<file path="src/rtl/fft_pkg.sv">
// rtl/fft_pkg.sv - shared helpers for the radix-2 FFT butterfly datapath
// Contents:
//   TW_INT_BITS    integer bits of the Q2.(H-2) twiddle format
//   tw_frac_bits   fraction bits of a twiddle for half-word width h
//   cpx_re/cpx_im  sign-extended real/imag field of a complex word
//   tw_val         elaboration-time twiddle ROM entry {re[63:32], im[31:0]}
package fft_pkg;

  localparam int TW_INT_BITS = 2;

  function automatic int tw_frac_bits(input int h);
    return h - TW_INT_BITS;
  endfunction

  // Real part sits in the upper half of the word.
  function automatic logic signed [31:0] cpx_re(input logic [63:0] w, input int ws);
    logic signed [63:0] t;
    t = signed'(w << (64 - ws));
    return 32'(t >>> (64 - ws / 2));
  endfunction

  function automatic logic signed [31:0] cpx_im(input logic [63:0] w, input int ws);
    logic signed [63:0] t;
    t = signed'(w << (64 - ws / 2));
    return 32'(t >>> (64 - ws / 2));
  endfunction

  // Taylor series, only ever evaluated on [0, pi/2).
  function automatic real tw_sin(input real x);
    real term;
    real sum;
    term = x;
    sum  = x;
    for (int i = 1; i < 12; i++) begin
      term = -term * x * x / real'((2 * i) * (2 * i + 1));
      sum  = sum + term;
    end
    return sum;
  endfunction

  function automatic real tw_cos(input real x);
    real term;
    real sum;
    term = 1.0;
    sum  = 1.0;
    for (int i = 1; i < 12; i++) begin
      term = -term * x * x / real'((2 * i - 1) * (2 * i));
      sum  = sum + term;
    end
    return sum;
  endfunction

  function automatic int tw_round_pos(input real x);
    return $rtoi(x + 0.5);
  endfunction

  // W_k = exp(-j*2*pi*k/n). The angle is folded into the first quadrant so
  // quadrant boundaries (0, +-1) come out exact rather than from a series.
  function automatic logic [63:0] tw_val(input int k, input int n, input int h);
    int  q;
    int  m;
    int  one;
    int  ci;
    int  si;
    int  w_re;
    int  w_im;
    real th;
    q   = k / (n / 4);
    m   = k % (n / 4);
    th  = 6.283185307179586 * real'(m) / real'(n);
    one = 1 << tw_frac_bits(h);
    ci  = tw_round_pos(tw_cos(th) * real'(one));
    si  = tw_round_pos(tw_sin(th) * real'(one));
    case (q)
      0:       begin w_re = ci;  w_im = -si; end
      1:       begin w_re = -si; w_im = -ci; end
      2:       begin w_re = -ci; w_im = si;  end
      default: begin w_re = si;  w_im = ci;  end
    endcase
    return {w_re, w_im};
  endfunction

endpackage

</file>
<file path="src/rtl/butterfly_r2_pipe_if.sv">
// rtl/butterfly_r2_pipe_if.sv - operand/result handshake bundle of the butterfly
// master: drives operands (in_valid, num1, num2, twiddle_index, inverse, scale)
//         and out_ready; slave: drives in_ready, out_valid, result1, result2.
interface butterfly_r2_pipe_if #(
  parameter int N         = 8,
  parameter int WORD_SIZE = 32
);
  localparam int TW_IDX_SIZE = $clog2(N);

  logic                   in_valid;
  logic                   in_ready;
  logic [WORD_SIZE-1:0]   num1;
  logic [WORD_SIZE-1:0]   num2;
  logic [TW_IDX_SIZE-1:0] twiddle_index;
  logic                   inverse;
  logic                   scale;
  logic                   out_valid;
  logic                   out_ready;
  logic [WORD_SIZE-1:0]   result1;
  logic [WORD_SIZE-1:0]   result2;

  modport master (
    output in_valid, num1, num2, twiddle_index, inverse, scale, out_ready,
    input  in_ready, out_valid, result1, result2
  );

  modport slave (
    input  in_valid, num1, num2, twiddle_index, inverse, scale, out_ready,
    output in_ready, out_valid, result1, result2
  );
endinterface

</file>
<file path="src/rtl/twiddle_rom.sv">
// rtl/twiddle_rom.sv - registered twiddle lookup with optional conjugation
// Ports: clk, rst (sync, active-high), en (advance), idx (k), inverse
//        (conjugate W), wr/wi (registered Q2.(H-2) twiddle parts).
module twiddle_rom
  import fft_pkg::*;
#(
  parameter int N         = 8,
  parameter int WORD_SIZE = 32
) (
  input  logic                         clk,
  input  logic                         rst,
  input  logic                         en,
  input  logic [$clog2(N)-1:0]         idx,
  input  logic                         inverse,
  output logic signed [WORD_SIZE/2-1:0] wr,
  output logic signed [WORD_SIZE/2-1:0] wi
);
  localparam int H = WORD_SIZE / 2;

  logic signed [H-1:0] rom_re [N];
  logic signed [H-1:0] rom_im [N];

  for (genvar i = 0; i < N; i++) begin : g_rom
    localparam logic [63:0] ENTRY = tw_val(i, N, H);
    assign rom_re[i] = ENTRY[32 +: H];
    assign rom_im[i] = ENTRY[0 +: H];
  end

  // |imag| <= 1.0 in Q2.(H-2), so negation never overflows H bits.
  always_ff @(posedge clk) begin
    if (rst) begin
      wr <= '0;
      wi <= '0;
    end else if (en) begin
      wr <= rom_re[idx];
      wi <= inverse ? -rom_im[idx] : rom_im[idx];
    end
  end
endmodule

</file>
<file path="src/rtl/butterfly_r2_pipe.sv">
// rtl/butterfly_r2_pipe.sv - 3-stage radix-2 DIT butterfly, result1 = a + W*b, result2 = a - W*b
// Ports: clk, rst (sync, active-high), bus (butterfly_r2_pipe_if.slave),
//        sat_flag (sticky clip indicator, only when BFLY_SAT_EN is defined).
// Build option BFLY_SAT_EN: saturate instead of wrap on the final narrowing.
module butterfly_r2_pipe
  import fft_pkg::*;
#(
  parameter int N         = 8,
  parameter int WORD_SIZE = 32
) (
  input logic                clk,
  input logic                rst,
  butterfly_r2_pipe_if.slave bus
`ifdef BFLY_SAT_EN
  ,
  output logic               sat_flag
`endif
);
  localparam int H  = WORD_SIZE / 2;
  localparam int FB = tw_frac_bits(H);
  localparam int PW = 2 * H;
  localparam int SW = H + 2;
  localparam logic signed [PW-1:0] PROD_RND = PW'(1) <<< (FB - 1);

  // Global stall: every stage advances together or not at all.
  logic adv;
  assign adv          = !bus.out_valid || bus.out_ready;
  assign bus.in_ready = adv;

  // S1: operands, scale and the looked-up twiddle.
  logic                v1;
  logic                sc1;
  logic signed [H-1:0] ar1, ai1, br1, bi1;
  logic signed [H-1:0] wr1, wi1;

  always_ff @(posedge clk) begin
    if (rst) begin
      v1  <= 1'b0;
      sc1 <= 1'b0;
      ar1 <= '0;
      ai1 <= '0;
      br1 <= '0;
      bi1 <= '0;
    end else if (adv) begin
      v1  <= bus.in_valid;
      sc1 <= bus.scale;
      ar1 <= H'(cpx_re(64'(bus.num1), WORD_SIZE));
      ai1 <= H'(cpx_im(64'(bus.num1), WORD_SIZE));
      br1 <= H'(cpx_re(64'(bus.num2), WORD_SIZE));
      bi1 <= H'(cpx_im(64'(bus.num2), WORD_SIZE));
    end
  end

  // inverse is consumed here: the ROM register holds the conjugated twiddle.
  twiddle_rom #(.N(N), .WORD_SIZE(WORD_SIZE)) u_rom (
    .clk    (clk),
    .rst    (rst),
    .en     (adv),
    .idx    (bus.twiddle_index),
    .inverse(bus.inverse),
    .wr     (wr1),
    .wi     (wi1)
  );

  // S2: full-precision W*b. |W| <= 1.0 keeps each sum of products in PW bits.
  logic signed [PW-1:0] p_rr, p_ii, p_ri, p_ir;
  always_comb begin
    p_rr = PW'(br1) * PW'(wr1);
    p_ii = PW'(bi1) * PW'(wi1);
    p_ri = PW'(br1) * PW'(wi1);
    p_ir = PW'(bi1) * PW'(wr1);
  end

  logic                 v2;
  logic                 sc2;
  logic signed [H-1:0]  ar2, ai2;
  logic signed [PW-1:0] wb_re2, wb_im2;

  always_ff @(posedge clk) begin
    if (rst) begin
      v2     <= 1'b0;
      sc2    <= 1'b0;
      ar2    <= '0;
      ai2    <= '0;
      wb_re2 <= '0;
      wb_im2 <= '0;
    end else if (adv) begin
      v2     <= v1;
      sc2    <= sc1;
      ar2    <= ar1;
      ai2    <= ai1;
      wb_re2 <= p_rr - p_ii;
      wb_im2 <= p_ri + p_ir;
    end
  end

  // S3 helpers.
  function automatic logic signed [SW-1:0] scl(input logic signed [SW-1:0] x, input logic s);
    logic signed [SW-1:0] t;
    t = x + SW'(1);
    return s ? (t >>> 1) : x;
  endfunction

`ifdef BFLY_SAT_EN
  function automatic logic fits(input logic signed [SW-1:0] x);
    return x == SW'(signed'(x[H-1:0]));
  endfunction
`endif

  function automatic logic [H-1:0] nrw(input logic signed [SW-1:0] x);
`ifdef BFLY_SAT_EN
    if (!fits(x)) begin
      return x[SW-1] ? {1'b1, {(H-1){1'b0}}} : {1'b0, {(H-1){1'b1}}};
    end
`endif
    return x[H-1:0];
  endfunction

  // S3: round W*b back to H+2 bits, form a +- W*b, scale, narrow.
  logic signed [SW-1:0] wbr, wbi, ae_r, ae_i;
  logic signed [SW-1:0] s1r, s1i, s2r, s2i;
  always_comb begin
    wbr  = SW'((wb_re2 + PROD_RND) >>> FB);
    wbi  = SW'((wb_im2 + PROD_RND) >>> FB);
    ae_r = SW'(ar2);
    ae_i = SW'(ai2);
    s1r  = scl(ae_r + wbr, sc2);
    s1i  = scl(ae_i + wbi, sc2);
    s2r  = scl(ae_r - wbr, sc2);
    s2i  = scl(ae_i - wbi, sc2);
  end

  logic                 v3;
  logic [WORD_SIZE-1:0] r1_q, r2_q;

  always_ff @(posedge clk) begin
    if (rst) begin
      v3   <= 1'b0;
      r1_q <= '0;
      r2_q <= '0;
    end else if (adv) begin
      v3   <= v2;
      r1_q <= {nrw(s1r), nrw(s1i)};
      r2_q <= {nrw(s2r), nrw(s2i)};
    end
  end

  assign bus.out_valid = v3;
  assign bus.result1   = r1_q;
  assign bus.result2   = r2_q;

`ifdef BFLY_SAT_EN
  logic any_clip;
  assign any_clip = !fits(s1r) || !fits(s1i) || !fits(s2r) || !fits(s2i);

  always_ff @(posedge clk) begin
    if (rst) begin
      sat_flag <= 1'b0;
    end else if (adv && v2 && any_clip) begin
      sat_flag <= 1'b1;
    end
  end
`endif
endmodule

</file>
<file path="src/flat_wrapper.sv">
// flat-port wrapper written by rule: the top's interface ports become plain ports
module butterfly_r2_pipe_flat import fft_pkg::*;
#(
  parameter int N         = 8,
  parameter int WORD_SIZE = 32
)
  (clk, rst, bus_in_valid, bus_num1, bus_num2, bus_twiddle_index, bus_inverse, bus_scale, bus_out_ready, bus_in_ready, bus_out_valid, bus_result1, bus_result2);
  butterfly_r2_pipe_if #(.N(N), .WORD_SIZE(WORD_SIZE)) bus_i ();
  input logic clk;
  input logic rst;
  input wire logic [$bits(bus_i.in_valid)-1:0] bus_in_valid;
  input wire logic [$bits(bus_i.num1)-1:0] bus_num1;
  input wire logic [$bits(bus_i.num2)-1:0] bus_num2;
  input wire logic [$bits(bus_i.twiddle_index)-1:0] bus_twiddle_index;
  input wire logic [$bits(bus_i.inverse)-1:0] bus_inverse;
  input wire logic [$bits(bus_i.scale)-1:0] bus_scale;
  input wire logic [$bits(bus_i.out_ready)-1:0] bus_out_ready;
  output wire logic [$bits(bus_i.in_ready)-1:0] bus_in_ready;
  output wire logic [$bits(bus_i.out_valid)-1:0] bus_out_valid;
  output wire logic [$bits(bus_i.result1)-1:0] bus_result1;
  output wire logic [$bits(bus_i.result2)-1:0] bus_result2;
  assign bus_i.in_valid = bus_in_valid;
  assign bus_i.num1 = bus_num1;
  assign bus_i.num2 = bus_num2;
  assign bus_i.twiddle_index = bus_twiddle_index;
  assign bus_i.inverse = bus_inverse;
  assign bus_i.scale = bus_scale;
  assign bus_i.out_ready = bus_out_ready;
  assign bus_in_ready = bus_i.in_ready;
  assign bus_out_valid = bus_i.out_valid;
  assign bus_result1 = bus_i.result1;
  assign bus_result2 = bus_i.result2;
  butterfly_r2_pipe #(.N(N), .WORD_SIZE(WORD_SIZE)) u_core (.clk(clk), .rst(rst), .bus(bus_i));
endmodule
</file>
<file path="config.mk">
export PLATFORM = sky130hd
export DESIGN_NAME = butterfly_r2_pipe_flat
export DESIGN_NICKNAME = d
export VERILOG_FILES = /design/src/rtl/fft_pkg.sv /design/src/rtl/butterfly_r2_pipe_if.sv /design/src/rtl/twiddle_rom.sv /design/src/rtl/butterfly_r2_pipe.sv /design/src/flat_wrapper.sv
export SDC_FILE = /design/constraint.sdc
export NUM_CORES = 2
export LEC_CHECK = 0
export CORE_ASPECT_RATIO = 2
export CORE_MARGIN = 10
export CORE_UTILIZATION = 50
export CTS_CLUSTER_SIZE = 16
export DETAILED_ROUTE_END_ITERATION = 10
export GPL_TIMING_DRIVEN = 0
export PLACE_DENSITY = 0.67
export SLEW_MARGIN = 25
export SYNTH_ARGS = -nofsm -noshare
export SYNTH_HDL_FRONTEND = slang
export SYNTH_SLANG_ARGS = --single-unit
</file>
<file path="constraint.sdc">
create_clock -name clk -period 9.75 [get_ports clk]
set_input_delay 2.4375 -clock clk [delete_from_list [all_inputs] [get_ports clk]]
set_output_delay 2.4375 -clock clk [all_outputs]
set_load 0.03 [all_outputs]
</file>
# == Word-level counts from Yosys, hierarchy flattened ==
# Memories as Yosys holds them, arrays and structs flattened. A register that Yosys moved wholly into a read port is not among the register bits.
# Cells that the tools add are included.
# word_totals
rom_bits,256
in_bits,73
out_inout_bits,66
elab_cells,46
regBits,243
mem_count,2
# memory_table
memory,words,word_bits,read_ports,rd_clocked_by_memory_dff,write_ports,line_no,rtl
(no name shown),8,16,1,0,0,twiddle_rom.sv:36,wi <= inverse ? -rom_im[idx] : rom_im[idx];
(no name shown),8,16,1,1,0,twiddle_rom.sv:35,wr <= rom_re[idx];
# classes
bitwise_logic,1
mul,4
n_reduce_logical,2
mux,7
addsub,13
order_cmp,1
# ops
cell,count
16-bit by 16-bit multiplier with 31-bit output,4
16-bit two-way mux,7
"17-bit by 2-bit adder with 17-bit output, second input constant",4
"31-bit by 15-bit adder with 31-bit output, second input constant",2
16-bit by 17-bit adder with 17-bit output,2
16-bit by 17-bit subtractor with 17-bit output,2
31-bit adder,1
31-bit subtractor,1
16-bit negator,1
"4-bit >= comparator, second input constant",1
3-bit NOT with 4-bit output,1
1-bit zero test,1
1-bit logical OR,1

# == Logic depth before layout (Yosys ltp) ==
# logic_depth
depth_word,6
mapped_depth,30
mapped_depth_nobuf,28

# == Modules after synthesis ==
# From an unflattened synthesis, not the netlist that was laid out.
# hier_totals
hier_cells,5850
area_unflattened_um2,51394.3
# modules_own_cells
mod,cells_per_inst,seq_area_each_um2,n_inst,area_per_inst_um2
butterfly_r2_pipe,5779,4023.9,1,50764.9
twiddle_rom,71,180.2,1,629.4

# == Worst setup path after synthesis ==
# OpenSTA, ideal clock, no wires.
# synth_path
path_type,register to register
from,register u_core.br1[15]
to,register u_core.wb_im2[28]
period_less_slack_ps,7553
path_buffers,2
stages_incl_launch_ff,26
t_required_ps,9633
slack_ps,2197
setup_time_ps,117
arrival_ps,7436
path_cell_list,dfxtp_1 -> clkbuf_1 -> clkbuf_1 -> nand2_1 -> inv_1 -> ha_1 -> fa_1 -> inv_1 -> fa_1 -> inv_1 -> fa_1 -> fa_1 -> fa_1 -> fa_1 -> fa_1 -> inv_1 -> ha_1 -> a21o_1 -> a21o_1 -> a21oi_1 -> o21ai_0 -> a21oi_1 -> nand2_1 -> a21o_1 -> a211o_1 -> a22o_1
# synth_between
elab_chain_len,2
# synth_rtl
element,line_no,rtl
"start, declared",butterfly_r2_pipe.sv:33,"logic signed [H-1:0] ar1, ai1, br1, bi1;"
"start signal, assigned",butterfly_r2_pipe.sv:49,"br1 <= H'(cpx_re(64'(bus.num2), WORD_SIZE));"
16-bit by 16-bit multiplier with 31-bit output,butterfly_r2_pipe.sv:70,p_ri = PW'(br1) * PW'(wi1);
31-bit adder,butterfly_r2_pipe.sv:93,wb_im2 <= p_ri + p_ir;
"end signal, assigned",butterfly_r2_pipe.sv:93,
"end, declared",butterfly_r2_pipe.sv:77,"logic signed [PW-1:0] wb_re2, wb_im2;"
# Every way passes these cells.
# A chain may end at the register's enable or synchronous reset.

# == Final worst setup path ==
# layout_path
from,register u_core.u_rom.wi[12]
to,register u_core.wb_im2[22]
# layout_between
elab_chain_len,2
# layout_rtl
element,line_no,rtl
"start, declared",twiddle_rom.sv:16,output logic signed [WORD_SIZE/2-1:0] wi
"start signal, assigned",twiddle_rom.sv:36,
16-bit by 16-bit multiplier with 31-bit output,butterfly_r2_pipe.sv:70,
31-bit adder,butterfly_r2_pipe.sv:93,
# Every way passes these cells.

==> metrics <==
status=finished, final reports clean; share of cells above drive strength 1=0.0263; Crit path required time=10.18 ns; RSZ-0062 raised after global routing=yes; IO Pins=139; die height=456 um; Peak VDD IR=0.577 mV; DR WL/cell=26.2 um; routed vias/inst=5.62; crit path DAT=9.98 ns; # rows=159; FFs w/ async S/R, synth=0; PortBufs=136; most frequent cells in the layout=inv_1, fa_1, nand2_1; EDFF count, synth=0; initial antenna violation count=7; Slew Limit Headroom=0.213; TNS Setup=0 ns; number of global-route vias before repair=41500; CTS Buf Count=23; cell mode on critical path=fa_1; Core Region=94100 um2; reg2reg setup slack=0.19 ns; CP max FO=10; Primary FF master, synth=dfxtp_1; H-tree depth=1; CTS Hold Bufs=0; global-route wire length before repair=256 mm; Initial Util=0.505; final count of pins violating max slew=0; Root Buffer=clkbuf_16; final setup violation count=0; delay of the slowest cell on the worst path=0.91 ns; MaxCap Viol Count=0; initial drt markers=2463; crit end category=flip-flop; largest net degree at the start of global routing=21; DRT Wirelength=173 mm; ANT nets after route=0; hpwl dp=149 mm; Die ar.=108000 um2; gpl congestion=1.02; Area growth syn-to-layout=8.13%; hold slack=0.452 ns; Worst Tran Pin Value=1.18 ns; Post-Synthesis Cells=5213; detailed-route DRC error count=0; final instance area=51400 um2; vias=37100; post-synth cell types=90; Fmax achieved=105 MHz; syn nets=6738; clock sink count=210; clk buf depth=3; GRT Total Usage=0.327; total power=15.3 mW; total iterations of the first detailed-routing run=6; Synth Cell Area=47500 um2; post-layout minimum cycle time=9.56 ns; Ys Warns=0; placed cell areas=50400 um2; Filler cells=8814; GRT Residual Overflow=0; sequential fraction of the synthesis area=0.0885; nets@finish=6898; leakage=26.0 nW; final hold violation count=0; clk slew on worst S/H paths=0.07 ns; CP max-delay cell=xnor2_1; Die X=238 um; Final Cycle Share=0.980; Yosys reg bits=210; Reg area=4200 um2; Clock Latency Late Sink=0.58 ns; most common cell after layout, fill and taps aside=inv_1; Power Density=297 nW/um2; kind of critical path=flip-flop to flip-flop; startpoint types=flip-flop; mean post-synth cell area=9.11 um2; TritonCTS clock tree=done; Hold Path Class=flip-flop to flip-flop; area of the multi-input gates=37300 um2; Setup Skew=0.0302 ns
[through the flow]
stage / worst slack, ns / instances / util
after floorplan: 2.20 / 5213 / -
after global placement: -0.393 / 6556 / 0.535
after detailed placement: -0.432 / 6557 / 0.536
after CTS: 0.0837 / 6598 / 0.545
after global routing: -0.0121 / 6597 / 0.546
final: 0.194 / 6603 / 0.546
[state kept, by name, summed over array words and instances, names as in the netlist, 4 cells and up]
register,count
u_core.bi1,16
u_core.ai1,16
u_core.wb_im2,18
u_core.ar1,16
u_core.wb_re2,18
u_core.bus.result1,32
u_core.bus.result2,32
u_core.u_rom.wr,5
u_core.br1,16
u_core.u_rom.wi,4
u_core.ar2,16
u_core.ai2,16
[final cells by class]
class	count	share of cell area
Sequential cell	210	0.0819
Timing Repair Buffer	137	0.0266
Multi-Input combinational cell	3382	0.726
Tap cell	1207	0.0294
Inverter	1443	0.106
Clock buffer	28	0.0122
Antenna cell	7	0.000341
Clock inverter	13	0.00402
Buffer	176	0.0139
[cell usage after synthesis, types with 13 or more instances]
| library cell | number | area, um2 |
|---|---|---|
| a211oi_1 | 57 | 428 |
| nand2b_1 | 35 | 219 |
| nor2b_1 | 48 | 300 |
| o21ai_0 | 81 | 405 |
| a21oi_1 | 220 | 1100 |
| inv_1 | 1441 | 5410 |
| nor3_1 | 66 | 330 |
| ha_1 | 380 | 4750 |
| a21o_1 | 20 | 150 |
| buf_2 | 13 | 65.1 |
| and3_1 | 27 | 169 |
| xnor2_1 | 129 | 1130 |
| or3_1 | 14 | 87.6 |
| o211ai_1 | 17 | 128 |
| nand3_1 | 64 | 320 |
| fa_1 | 1072 | 21500 |
| xor2_1 | 41 | 359 |
| nor2_1 | 177 | 664 |
| a311oi_1 | 14 | 123 |
| a31oi_1 | 15 | 93.8 |
| o21a_1 | 18 | 135 |
| nand2_1 | 540 | 2030 |
| dfxtp_1 | 210 | 4200 |
| and2_1 | 92 | 576 |
| or2_2 | 20 | 125 |
| clkbuf_1 | 149 | 559 |
| nand4_1 | 14 | 87.6 |
| buf_1 | 13 | 48.8 |
[cell families after synthesis]
family / after synthesis / synth area share
AO/OA/AOI/OAI: 574 / 0.0787
XOR/XNOR: 171 / 0.0317
adder cells (fa/ha/maj): 1452 / 0.552
buffers and inverters: 1621 / 0.129
flip-flops: 210 / 0.0885
multiplexers: 15 / 0.00327
AND/OR/NAND/NOR: 1170 / 0.117
[power breakdown]
part | total, mW | internal, mW | switching [mW]
logic | 12.9 | 4.42 | 8.49
clock network | 1.01 | 0.591 | 0.422
registers | 1.34 | 1.10 | 0.237
[layer usage]
layer,vias to the layer above,GRT usage,share of wire
met5,-,0,0.00012
met4,2,0.369,0.14
met3,750,0.0550,0.057
met2,1616,0.588,0.52
met1,18800,0.285,0.28
li1,16000,-,-
[worst paths after layout]
check	from	end	cells after the start
worst max-delay path	u_core.u_rom.wi[12]	u_core.wb_im2[22]	25
worst min-delay path	u_core.ai1[3]	u_core.ai1[3]	2
worst max register to register	u_core.u_rom.wi[12]	u_core.wb_im2[22]	25
worst min register to register	u_core.ai1[3]	u_core.ai1[3]	2
[repair_timing]
action,CTS,global route
pin swaps,0,0
setup endpoints to repair,9,13
gates resized for setup,5,16
setup buffers,0,0
[worst max-delay path, delay by kind of cell, from the launching register on]
kind	cells	cell delay, ns
DFF	1	0.31
buffers and inverters	7	1.48
adders and majority gates	9	4.59
AOI/OAI and AO/OA	6	1.49
and+or+nand+nor	2	0.61
xor gates and xnor gates	1	0.91
No activity file was read; power rests on OpenSTA's default activity.
